**config.mk**
```make
export PLATFORM = sky130hd
export DESIGN_NAME = bus_cycle_controller
export DESIGN_NICKNAME = d
export VERILOG_FILES = /design/src/rtl/bus_cycle_controller.sv
export SDC_FILE = /design/constraint.sdc
export NUM_CORES = 1
export LEC_CHECK = 0
export ABC_AREA = 1
export CORE_MARGIN = 2
export CORE_UTILIZATION = 30
export CTS_CLUSTER_SIZE = 10
export DETAILED_ROUTE_END_ITERATION = 10
export SLEW_MARGIN = 20
export SYNTH_ARGS = -nofsm -noshare
export SYNTH_HDL_FRONTEND = slang
export SYNTH_SLANG_ARGS = --single-unit
```
**constraint.sdc**
```tcl
create_clock -name clk -period 2 [get_ports clk]
set_input_delay 0.4 -clock clk [delete_from_list [all_inputs] [get_ports clk]]
set_output_delay 0.4 -clock clk [all_outputs]
set_load 0.005 [all_outputs]
```
**src/rtl/bus_cycle_controller.sv**
```systemverilog
// bus_cycle_controller
// Sequences one external memory bus cycle per core request. The 16-bit
// address leaves on the 8-bit address pins high byte first, then low byte.
// A DATA phase follows in which the data pins are driven for writes or
// sampled for reads. An external ready line can stretch the DATA phase up to
// WAIT_MAX cycles before the cycle is aborted. Completion is reported with a
// one-cycle ack pulse. err marks a cycle that was aborted by timeout.
//
// Every output is either a flop or a pure decode of the state register, so
// no input has a combinational path to a pin.
module bus_cycle_controller #(
    parameter int unsigned WAIT_MAX = 15
) (
    input  logic        clk,
    input  logic        rst_n,
    input  logic        req,
    input  logic        rw,
    input  logic [15:0] addr,
    input  logic [7:0]  wdata,
    input  logic        rdy,
    input  logic [7:0]  bus_data_in,
    output logic        ack,
    output logic        err,
    output logic [7:0]  rdata,
    output logic        busy,
    output logic [7:0]  bus_addr_out,
    output logic [7:0]  bus_data_out,
    output logic [7:0]  bus_data_oe,
    output logic [1:0]  bus_phase
);

    // The state encoding doubles as the bus_phase value seen by the board.
    typedef enum logic [1:0] {
        ST_IDLE    = 2'd0,
        ST_ADDR_HI = 2'd1,
        ST_ADDR_LO = 2'd2,
        ST_DATA    = 2'd3
    } state_t;

    // Timeout compare value. The wait counter is 8 bits wide, which covers
    // the legal WAIT_MAX range of 1..255.
    localparam logic [7:0] WAIT_LIMIT = 8'(WAIT_MAX);

    state_t      state_q,    state_d;
    logic [15:0] addr_q,     addr_d;
    logic        rw_q,       rw_d;
    logic [7:0]  wdata_q,    wdata_d;
    logic [7:0]  wait_cnt_q, wait_cnt_d;
    logic        ack_q,      ack_d;
    logic        err_q,      err_d;
    logic [7:0]  rdata_q,    rdata_d;
    logic [7:0]  addr_out_q, addr_out_d;
    logic [7:0]  data_out_q, data_out_d;
    logic [7:0]  data_oe_q,  data_oe_d;

    // Next-state and next-output computation for the whole bus cycle.
    always_comb begin
        state_d    = state_q;
        addr_d     = addr_q;
        rw_d       = rw_q;
        wdata_d    = wdata_q;
        wait_cnt_d = wait_cnt_q;
        ack_d      = 1'b0;
        err_d      = 1'b0;
        rdata_d    = rdata_q;
        addr_out_d = addr_out_q;
        data_out_d = data_out_q;
        data_oe_d  = data_oe_q;

        case (state_q)
            ST_IDLE: begin
                data_oe_d  = 8'h00;
                data_out_d = 8'h00;
                if (req) begin
                    // Capture the request. From here until ack the cycle
                    // runs only on these latched copies.
                    addr_d     = addr;
                    rw_d       = rw;
                    wdata_d    = wdata;
                    addr_out_d = addr[15:8];
                    state_d    = ST_ADDR_HI;
                end else begin
                    addr_out_d = 8'h00;
                end
            end

            ST_ADDR_HI: begin
                addr_out_d = addr_q[7:0];
                state_d    = ST_ADDR_LO;
            end

            ST_ADDR_LO: begin
                // The low byte stays on the pins through DATA. Drive the bus
                // only once DATA begins.
                addr_out_d = addr_q[7:0];
                wait_cnt_d = 8'd0;
                state_d    = ST_DATA;
                if (rw_q) begin
                    data_oe_d  = 8'hFF;
                    data_out_d = wdata_q;
                end else begin
                    data_oe_d  = 8'h00;
                    data_out_d = 8'h00;
                end
            end

            ST_DATA: begin
                if (rdy) begin
                    if (!rw_q) begin
                        rdata_d = bus_data_in;
                    end else begin
                        rdata_d = rdata_q;
                    end
                    ack_d      = 1'b1;
                    err_d      = 1'b0;
                    addr_out_d = 8'h00;
                    data_oe_d  = 8'h00;
                    data_out_d = 8'h00;
                    state_d    = ST_IDLE;
                end else if (wait_cnt_q == WAIT_LIMIT) begin
                    // The wait budget is used up, so abort. rdata keeps the
                    // last good byte.
                    ack_d      = 1'b1;
                    err_d      = 1'b1;
                    addr_out_d = 8'h00;
                    data_oe_d  = 8'h00;
                    data_out_d = 8'h00;
                    state_d    = ST_IDLE;
                end else begin
                    wait_cnt_d = wait_cnt_q + 8'd1;
                end
            end

            default: begin
                addr_out_d = 8'h00;
                data_oe_d  = 8'h00;
                data_out_d = 8'h00;
                state_d    = ST_IDLE;
            end
        endcase
    end

    // State and registered-output flops. Reset is asynchronous, so the bus
    // is released immediately.
    always_ff @(posedge clk or negedge rst_n) begin
        if (!rst_n) begin
            state_q    <= ST_IDLE;
            addr_q     <= 16'h0000;
            rw_q       <= 1'b0;
            wdata_q    <= 8'h00;
            wait_cnt_q <= 8'd0;
            ack_q      <= 1'b0;
            err_q      <= 1'b0;
            rdata_q    <= 8'h00;
            addr_out_q <= 8'h00;
            data_out_q <= 8'h00;
            data_oe_q  <= 8'h00;
        end else begin
            state_q    <= state_d;
            addr_q     <= addr_d;
            rw_q       <= rw_d;
            wdata_q    <= wdata_d;
            wait_cnt_q <= wait_cnt_d;
            ack_q      <= ack_d;
            err_q      <= err_d;
            rdata_q    <= rdata_d;
            addr_out_q <= addr_out_d;
            data_out_q <= data_out_d;
            data_oe_q  <= data_oe_d;
        end
    end

    assign ack          = ack_q;
    assign err          = err_q;
    assign rdata        = rdata_q;
    assign busy         = (state_q != ST_IDLE);
    assign bus_phase    = state_q;
    assign bus_addr_out = addr_out_q;
    assign bus_data_out = data_out_q;
    assign bus_data_oe  = data_oe_q;

endmodule

```
==> out/metrics.cfg <==
[detailed_routing]
viasPerCell = 4.34
drt_iter0_markers = 83
ant_nets = 0
wl_mm = 5.75
drcViolationCount = 0
wl_per_cell_um = 11.8
vias = 2110
firstDrtPassIters = 4

[pwr]
p_seq_share_pct = 39.1
powerDensity_mw_per_mm2 = 1270
switching_power_uw = 1590
power.internal_uw = 2850
p_leak_uw = 0.00174
swShare_pct = 35.8
pwr-share-clk_pct = 14.7
p_comb_share_pct = 46.2
irDropWorstVdd_mv = 0.535

[place]
dp_cells = 476
preCtsSetupSlack_ns = 0.152
finalWeightedCongestion = 0.761
place_hpwl_mm = 4.15
post_dp_cell_area_mm2 = 0.00338
io_buffers = 73

[sta]
fin_crit_sh_pct = 88.6
max_slew_margin_pct = 64.2
clock.fmax_ghz = 0.564
holdWs_ns = 0.0732
rsz0062_at_grt = false
drv_slew = 0
setup_violations = 0
fin_skew_ns = 0.00719
hold_viol = 0
final.setup.tns_ns = 0
post-route-min-period_ns = 1.77
worst_slack_ns = 0.228
worst_slew_pin_slew_ns = 0.536

[global_routing]
grt_pass1_wl_mm = 9.74
groute.usage.overall_pct = 12.6
grt_max_degree = 55
grt_overflow = 0
antenna_found_initial = 0
grt_pass1_vias = 2046

[worst_setup_path]
critPathCaptureType = flop
critPathSlowestCell = o21bai_4
cp.required_ns = 2.25
worstPathArrival_ns = 2.03
cp_cell_sequence = ha_1 -> nand3_2 -> o21bai_4 -> buf_4 -> nand3_1 -> nand2_1
startpoint_type = flop
cpPeakStageDelay_ns = 0.49
critPathKind = reg -> reg
path_max_fanout = 22

[clock_tree]
clock_latency_ns = 0.31
clk_pin_slew_ns = 0.10
htreeDepth = 2
cts_buffers = 5
cts.sink_count = 54
cts_buffer_depth = 2
cts_root_buffer = clkbuf_8
cts_tree = built

[layout]
instances_no_fill = 486
area_delta_synth_final_pct = 35.2
drive_above_1_share_pct = 8.14
final_area_mm2 = 0.00350
antenna_cells = 0
final_nets = 423

[floorplanning]
start_util_pct = 31.1
coreArea_mm2 = 0.00830
die_area_mm2 = 0.00938
rows = 33
die_y_um = 96.8
die_x_um = 96.8
ioPinCount = 74

[logic_synthesis]
syn_inst = 308
ys_ff_latch = 54
yosysWarnings = 0
yosysSeqAreaShare_pct = 52.3
syn_avg_cell_area_um2 = 8.39
yosys.cell_types.count = 25
synth_area_mm2 = 0.00258
syn_nets = 351

[run]
cap_viol_max_count = 0

[outcome]
outcome = complete, no violations

[worst_hold_path]
hp-class = in -> async

[placed cells by master (no fill, tap or decap), drive strengths merged, types with 2 or more instances in the layout]
master,instances
or2,2
a21oi,16
inv,28
clkbuf,7
dfrtp,54
clkdlybuf4s50,71
nor2,32
buf,10
mux2,3
o21bai,2
nand3,44
ha,6
nand2,95
o21ai,7
[power groups by stage]
stage	sequential, uW	clock [uW]	combinational (uW)
after floorplan	1750	0	1140
after global placement	1770	0	2000
after detailed placement	1780	0	2030
after CTS	1740	671	2090
after global routing	1780	717	2310
final	1730	650	2050
[metal layers]
metal,vias up,global-route usage [%],part of all wire (%)
met5,-,0,0
met4,0,4.55,1.5
met3,8,2.46,3.8
met2,41,19.9,45
met1,957,17.1,50
li1,1104,-,-
[timing repair]
item	4_1_cts	5_1_grt
setup buffers	2	0
endpoints found under the setup margin	1	1
endpoints found under the hold margin	0	0
gates resized for setup	0	1
hold buffers	0	0
[logic make-up (layout without fill, tap and decap cells)]
| logic type | Yosys count | after routing | synth area share, % |
|---|---|---|---|
| AO/OA/AOI/OAI | 25 | 25 | 5.47 |
| XOR/XNOR | 1 | 1 | 0.339 |
| adder cells (fa/ha/maj) | 6 | 6 | 2.90 |
| buffers and inverters | 45 | 118 | 8.86 |
| flip-flops | 54 | 54 | 52.3 |
| multiplexers | 3 | 3 | 1.31 |
| AND/OR/NAND/NOR | 174 | 174 | 28.8 |
[synthesized netlist by cell type]
library cell	instances	area share (%)
nand2_1	92	13
dfrtp_1	54	52
nand3_1	43	8.3
nor2_1	29	4.2
inv_1	26	3.8
a21oi_1	16	3.1
buf_4	11	3.2
o21ai_0	7	1.4
ha_1	6	2.9
buf_2	3	0.58
mux2_2	3	1.3
buf_6	2	0.87
nand2_2	2	0.48
nor2_2	2	0.48
or2_2	2	0.48
and2_1	1	0.24
buf_1	1	0.15
clkinv_1	1	0.15
inv_2	1	0.15
nand2_4	1	0.44
nand3_2	1	0.39
nor2_4	1	0.44
o21bai_1	1	0.29
o21bai_4	1	0.73
xnor2_1	1	0.34
[sequential cells by signal, summed over array words and instances, names as in the netlist, 2 cells and up]
| signal | count |
|---|---|
| wait_cnt_q | 8 |
| rdata | 8 |
| addr_q | 8 |
| bus_data_out | 8 |
| wdata_q | 8 |
| bus_phase | 2 |
| bus_addr_out | 8 |
[path summary, 6_finish.rpt]
| path | depth (start not counted) | end | start | slack [ns] |
|---|---|---|---|---|
| setup / recovery | 6 | bus_data_out[5] | wait_cnt_q[0] | 0.23 |
| hold / removal | 2 | rdata[5] | rst_n | 0.07 |
| setup reg to reg | 6 | bus_data_out[5] | wait_cnt_q[0] | 0.23 |
| hold reg to reg | 2 | bus_addr_out[4] | bus_addr_out[4] | 0.48 |
| max in group asynchronous | 2 | bus_data_out[0] | rst_n | 1.69 |
| min in group clk | 2 | bus_addr_out[4] | bus_addr_out[4] | 0.48 |
[stage by stage]
step	util [%]	total power [uW]
2_1_floorplan	-	2890
3_3_place_gp	40.8	3770
3_5_place_dp	40.8	3810
4_1_cts	42.1	4500
5_1_grt	42.1	4810
6_report	42.1	4430
[final cells by class]
class	instances	area, um^2
Inverter	28	105
Tap cell	105	131
Clock inverter	1	8.76
Clock buffer	7	86.3
Timing Repair Buffer	82	808
Sequential cell	54	1350
Fill cell	836	4800
Multi-Input combinational cell	209	1000
[critical path, delay by kind of cell, from the launching register on]
family | cells | cell delay [ns]
AOI/OAI and AO/OA | 1 | 0.49
DFF | 1 | 0.41
and+or+nand+nor | 3 | 0.31
buffers and inverters | 1 | 0.26
adders and majority gates | 1 | 0.25
Power figures use the tool's default switching activity.
